### src/rtl/prog_mem_loader.sv
// Writable instruction memory with registered 1-cycle fetch port and a
// valid/ready byte-stream loader that stalls the core while reprogramming.
module prog_mem_loader #(
  parameter int                DATA_W   = 8,
  parameter int                DEPTH    = 16,
  parameter int                ADDR_W   = $clog2(DEPTH),
  parameter logic [DATA_W-1:0] OOR_WORD = '1
) (
  input  logic              i_clk,
  input  logic              i_rst_n,
  input  logic              i_fetch_en,
  input  logic [ADDR_W-1:0] i_fetch_addr,
  output logic [DATA_W-1:0] o_fetch_data,
  output logic              o_fetch_valid,
  input  logic              i_ld_start,
  input  logic              i_ld_valid,
  input  logic [DATA_W-1:0] i_ld_data,
  input  logic              i_ld_last,
  output logic              o_ld_ready,
  output logic              o_ld_done,
  output logic [ADDR_W:0]   o_ld_count,
  output logic              o_cpu_hold
);

  typedef enum logic [1:0] {
    ST_RUN  = 2'd0,
    ST_LOAD = 2'd1,
    ST_DONE = 2'd2
  } state_t;

  localparam logic [ADDR_W:0] LAST_PTR = (ADDR_W+1)'(DEPTH - 1);
  localparam logic [ADDR_W:0] DEPTH_P  = (ADDR_W+1)'(DEPTH);

  // Array has no reset so a program survives rst_n; it powers up cleared.
  logic [DATA_W-1:0] r_mem [DEPTH] = '{default: '0};

  state_t            r_state;
  state_t            w_next_state;
  logic [ADDR_W:0]   r_wptr;
  logic [ADDR_W:0]   r_ld_count;
  logic [DATA_W-1:0] r_fetch_data;
  logic              r_fetch_valid;
  logic              r_ld_ready;
  logic              r_ld_done;
  logic              r_cpu_hold;
  logic              w_xfer;
  logic              w_fetch;
  logic              w_oor;
  logic              w_full;
  logic [DATA_W-1:0] w_rd_word;

  assign w_xfer  = r_ld_ready & i_ld_valid;
  assign w_fetch = (r_state == ST_RUN) & i_fetch_en;
  assign w_oor   = ({1'b0, i_fetch_addr} >= DEPTH_P);
  assign w_full  = (r_wptr == LAST_PTR);

  // Next-state decode and fetch read mux.
  always_comb begin
    w_next_state = r_state;
    w_rd_word    = OOR_WORD;
    case (r_state)
      ST_RUN: begin
        if (i_ld_start) begin
          w_next_state = ST_LOAD;
        end else begin
          w_next_state = ST_RUN;
        end
      end
      ST_LOAD: begin
        if (w_xfer && (i_ld_last || w_full)) begin
          w_next_state = ST_DONE;
        end else begin
          w_next_state = ST_LOAD;
        end
      end
      ST_DONE: w_next_state = ST_RUN;
      default: w_next_state = ST_RUN;
    endcase
    if (w_oor) begin
      w_rd_word = OOR_WORD;
    end else begin
      w_rd_word = r_mem[i_fetch_addr];
    end
  end

  // State register; handshake/stall outputs registered from the next state.
  always_ff @(posedge i_clk or negedge i_rst_n) begin
    if (!i_rst_n) begin
      r_state    <= ST_RUN;
      r_ld_ready <= 1'b0;
      r_ld_done  <= 1'b0;
      r_cpu_hold <= 1'b0;
    end else begin
      r_state    <= w_next_state;
      r_ld_ready <= (w_next_state == ST_LOAD);
      r_ld_done  <= (w_next_state == ST_DONE);
      r_cpu_hold <= (w_next_state != ST_RUN);
    end
  end

  // Fetch pipeline stage; fetch_data holds when no fetch is served.
  always_ff @(posedge i_clk or negedge i_rst_n) begin
    if (!i_rst_n) begin
      r_fetch_data  <= '0;
      r_fetch_valid <= 1'b0;
    end else if (w_fetch) begin
      r_fetch_data  <= w_rd_word;
      r_fetch_valid <= 1'b1;
    end else begin
      r_fetch_valid <= 1'b0;
    end
  end

  // Write pointer and word counter for the current load.
  always_ff @(posedge i_clk or negedge i_rst_n) begin
    if (!i_rst_n) begin
      r_wptr     <= '0;
      r_ld_count <= '0;
    end else if ((r_state == ST_RUN) && i_ld_start) begin
      r_wptr     <= '0;
      r_ld_count <= '0;
    end else if (w_xfer) begin
      r_wptr     <= r_wptr + {{ADDR_W{1'b0}}, 1'b1};
      r_ld_count <= r_ld_count + {{ADDR_W{1'b0}}, 1'b1};
    end
  end

  // Array write port; leaving LOAD on a full pointer prevents wrap-around.
  always_ff @(posedge i_clk) begin
    if (w_xfer) begin
      r_mem[r_wptr[ADDR_W-1:0]] <= i_ld_data;
    end
  end

  assign o_fetch_data  = r_fetch_data;
  assign o_fetch_valid = r_fetch_valid;
  assign o_ld_ready    = r_ld_ready;
  assign o_ld_done     = r_ld_done;
  assign o_ld_count    = r_ld_count;
  assign o_cpu_hold    = r_cpu_hold;

endmodule

### config.mk
export PLATFORM = sky130hd
export DESIGN_NAME = prog_mem_loader
export DESIGN_NICKNAME = d
export VERILOG_FILES = /design/src/rtl/prog_mem_loader.sv
export SDC_FILE = /design/constraint.sdc
export NUM_CORES = 1
export LEC_CHECK = 0
export CORE_MARGIN = 2
export CORE_UTILIZATION = 40
export CTS_CLUSTER_DIAMETER = 40
export DETAILED_ROUTE_END_ITERATION = 7
export GPL_TIMING_DRIVEN = 0
export PLACE_DENSITY = 0.62
export REMOVE_ABC_BUFFERS = 1
export SKIP_LAST_GASP = 1
export SYNTH_ARGS = -nofsm -noshare
export SYNTH_HDL_FRONTEND = slang
export SYNTH_SLANG_ARGS = --single-unit
### constraint.sdc
create_clock -name i_clk -period 3 [get_ports i_clk]
set_clock_uncertainty 0.2 [all_clocks]
set_input_delay 0.9 -clock i_clk [delete_from_list [all_inputs] [get_ports i_clk]]
set_output_delay 0.9 -clock i_clk [all_outputs]
set_load 0.02 [all_outputs]
# [Yosys cells after proc, flatten, opt, wreduce, memory -nomap -nowiden]
# Memories as Yosys holds them, arrays and structs flattened. A register that Yosys moved wholly into a read port is not among the register bits.
# Index checks and enable logic that the tools add are counted.
# Widths: inputs -> output; s select.
[word_totals] output_inout_bits=17 ramBits=128 word_cells=33 n_memories=1 in_bits=18 regBits=16
[mem_list] name="r_mem" words=16 word_bits=8 read_ports=1 rd_clocked_by_memory_dff=1 wr=1 line_no="35" text="logic [DATA_W-1:0] r_mem [DEPTH] = '{default: '0};"
[op_classes] muxes=10 bitwise_logic=2 addsub=2 n_reduce_logical=7 n_eq_ne=4
[ops] cell="$mux 5" n=4
[ops] cell="$add 5x1->5 const B" n=2
[ops] cell="$eq 5x4->1 const B" n=1
[ops] cell="$eq 2x1->1 const B" n=2
[ops] cell="$mux 1" n=4
[ops] cell="$pmux 2 s2" n=1
[ops] cell="$reduce_bool 2->1" n=2
[ops] cell="$and 1x1->1" n=2
[ops] cell="$eq 2x2->1 const B" n=1
[ops] cell="$logic_and 1x1->1" n=2
[ops] cell="$logic_not 2->1" n=1
[ops] cell="$mux 2" n=1
[ops] cell="$logic_not 1->1" n=1
[ops] cell="$logic_or 1x1->1" n=1

# [Logic depth before layout (Yosys ltp)]
[logic_depth] ltp_word=6 depth_mapped=7 depth_no_buf=5

# [Least setup slack after synthesis]
# OpenSTA, ideal clock, no wires.
[synth_timing] path_type="in2reg" start="input i_ld_valid" end="memory r_mem[0][0] (enable)" t_required_ps=2417 path_slack_ps=115 t_arrival_ps=2301 cell_stages=5 n_path_buf=2 setup_time_ps=383 cell_sequence="and2_1 clkbuf_1 buf_1 nand2_1 nor3_1"
[synth_via] elab_chain_cells=3
[synth_lines] item="start: declaration" line_no="16" text="input logic i_ld_valid,"
[synth_lines] item="$and 1x1->1" line_no="52" text="assign w_xfer = r_ld_ready & i_ld_valid;"
[synth_lines] item="$mux 1" line_no="130" text="if (w_xfer) begin"
[synth_lines] item="$mux 1 (implied by the code)" line_no="131" text="r_mem[r_wptr[ADDR_W-1:0]] <= i_ld_data;"
[synth_lines] item="end: declaration" line_no="35"
# No other way between the ends.

# [Worst setup path in the final report]
[layout_timing] start="input i_ld_valid" end="memory r_mem[7][6] (enable)"
# Same word-level chain as after synthesis.

==> impl_metrics.ini <==
[critical_path]
cp.arrival_ns = 2.91
critPathLaunchType = input port
cpMaxStageDelayCell = nor2_1
critical_path.max_stage_delay_ns = 0.75
worst-path-buf-inv = 1
path_class = in -> reg
cp_data_required_time_ns = 2.83
crit_path_end_kind = flop
critPathTopFamily = simple AND/OR/NAND/NOR gates
path_cells = clkdlybuf4s50_1 -> and2_1 -> nand2_1 -> nor2_1
cp_max_fo = 15

[detailed_routing]
wl_per_cell_um = 19.9
drtPass1Iterations = 4
vias = 2857
drt-vias-per-instance = 5.19
ant_nets = 0
drt_iter0_drc = 240
wirelength_um = 11000
drc_errors = 0

[grt]
grt_usage_pct = 14.7
grt_pass1_wl_um = 17200
gr-total-overflow = 0
grt_pass1_vias = 3051
antenna_found_initial = 0
grt_max_degree = 37

[floorplanning]
dieArea_um2 = 16000
placementRows = 44
pin_count = 35
start_util_pct = 41.2
die_x_um = 127
core_area_um2 = 14600
die_h_um = 127

[timing]
worst_slack_ns = -0.0807
tightest_slew_ns = 1.20
hold_viol = 0
tns_ns = -1.34
drv_slew = 0
fin_worst_hold_slack_ns = 0.318
fmax_ghz = 0.325
setup_viol = 24
rsz0062_at_grt = true
min_period_ns = 3.08
slew_headroom_pct = 19.7
fin_crit_sh_pct = 103

[clock_tree]
clockBufferDepth = 2
holdBufCountCts = 0
cts_tree = built
numCtsBuffers = 17
clkTransAtPathRegs_ns = 0.06
clock-sinks = 152
h-tree-depth = 4
cts_root_buf = clkbuf_16
insertion_delay_ns = 0.40

[synth]
synth_top_cell_by_area = edfxtp_1
syn_avg_cell_area_um2 = 19.2
netlist_instances = 313
synth_cell_types = 37
yosysSeqAreaShare_pct = 74.0
synth_warnings = 0
synth-seq-cells = 152
synth_top_area_share_pct = 64.0
netlist_area_um2 = 6000
netlist_top_cells_area = edfxtp_1, dfrtp_1, mux4_2

[place]
hpwl_um = 6770
io_buffer_count = 34
gp_congestion = 0.734

[cells_and_area]
drive_gt1_share_pct = 22.6
fillers = 1188
final_nets = 378
diodes = 0
syn2layout_area_growth_pct = 19.1

[hold_path]
hold_class = reg -> reg

[run_status]
violations = negative setup slack
outcome = finished, violations left

[run]
drv_cap = 0

[pwr]
p_per_area_nw_per_um2 = 780
leakagePower_nw = 2.43
irDropWorstVdd_mv = 0.469
## Yosys cell counts
cell type	instances
edfxtp_1	128
nor2_1	26
dfrtp_1	24
mux4_2	23
mux2_2	10
mux2i_1	10
buf_2	8
nand2_1	8
a22oi_1	7
o21ai_1	7
ha_1	6
mux4_1	6
inv_1	5
xor2_1	5
clkbuf_1	4
nor3_1	4
nor3b_1	4
nand2b_1	3
nand4_1	3
a211oi_1	2
a31o_2	2
nor2b_1	2
xnor2_1	2
a2111oi_0	1
a21oi_1	1
a221o_1	1
a311oi_1	1
and2_1	1
and3_1	1
buf_1	1
buf_12	1
buf_4	1
buf_6	1
nor4_1	1
o21ai_0	1
o22ai_1	1
or3b_2	1
## cells in the final DEF, fill, tap and decap left out, types with 4 or more instances in the layout
master,netlist,layout
mux2_2,10,10
clkbuf_16,0,17
xor2_1,5,5
clkbuf_1,4,4
mux2i_1,10,10
edfxtp_1,128,128
clkdlybuf4s50_1,0,31
nor3b_1,4,4
nor2_2,0,10
nor2_1,26,16
dfrtp_1,24,24
a22oi_1,7,7
nand2_1,8,8
mux4_1,6,6
mux4_2,23,23
o21ai_1,7,7
ha_1,6,6
inv_1,5,5
## worst paths after layout
kind                       slack (ns)         endpoint  cells past startpoint             from
max                             -0.08      r_mem[7][6]                      4       i_ld_valid
max reg2reg                      0.51      r_mem[7][6]                      3       o_ld_ready
min reg2reg                      0.32  o_fetch_data[3]                      1  o_fetch_data[3]
min in group asynchronous        0.92  o_fetch_data[7]                      1          i_rst_n
min                              0.32  o_fetch_data[3]                      1  o_fetch_data[3]
max in group asynchronous        0.95        r_wptr[2]                      1          i_rst_n
## sequential cells by signal (all words and copies together) (netlist names)
name	flops
o_cpu_hold	1
o_fetch_data	8
o_fetch_valid	1
o_ld_count	5
o_ld_done	1
o_ld_ready	1
r_mem	128
r_state	2
r_wptr	5
## what timing repair did
action / 4_1_cts / 5_1_grt
setup endpoints to repair: 34 / 114
gates cloned: 0 / 0
pin swaps: 0 / 0
endpoints found under the hold margin: 0 / 0
resized for setup: 2 / 12
buffers inserted: 0 / 0
## worst register-to-register path, stage by stage, from the launching register on
cell	delay [ns]
dfrtp_1	0.33
and2_1	0.51
nand2_1	0.32
nor2_1	0.75
## per-stage QoR
step | cell area, µm² | worst slack, ns | instances | total power (W) | utilization, %
final | 7150 | -0.0807 | 551 | 0.00557 | 49.0
after CTS | 7110 | -0.0760 | 550 | 0.00561 | 48.7
after global placement | 6480 | -1.60 | 515 | 0.00347 | 44.4
after floorplan | 5910 | 0.303 | 297 | 0.00310 | -
after global routing | 7150 | -0.232 | 551 | 0.00580 | 49.0
after detailed placement | 6510 | -0.583 | 518 | 0.00350 | 44.6
## cell families (layout without fill, tap and decap cells)
logic type               count (synthesis)  count (layout)  share of synthesized area, %
adder cells (fa/ha/maj)                  6               6                          1.25
AND/OR/NAND/NOR                         54              54                          4.25
flip-flops                             152             152                          74.0
buffers and inverters                   21              75                          1.94
AO/OA/AOI/OAI                           24              24                          2.73
XOR/XNOR                                 7               7                          1.02
multiplexers                            49              49                          14.8
## routing by layer
metal	part of all wire (%)	track usage [%]
met1	44	19.3
met2	51	24.1
met3	3.8	4.09
met4	0.63	4.07
met5	0	0
## where the power goes
part	leakage (nW)	total, W	switching [W]	internal [W]
Sequential	1.46	0.00263	0.000139	0.00249
Combinational	0.682	0.000836	0.000453	0.000383
Clock	0.285	0.00211	0.000760	0.00135
Total	2.43	0.00557	0.00135	0.00422
## cell type report
class | instances | area (µm²) | share of cell area [%]
clock inverter | 9 | 124 | 1.73
timing repair buffer | 38 | 369 | 5.16
multi-input combinational | 140 | 1500 | 20.9
clock buffer | 23 | 468 | 6.55
sequential | 152 | 4440 | 62.2
tap | 184 | 230 | 3.22
inverter | 5 | 18.8 | 0.263
No activity file was read; power rests on OpenSTA's default activity.
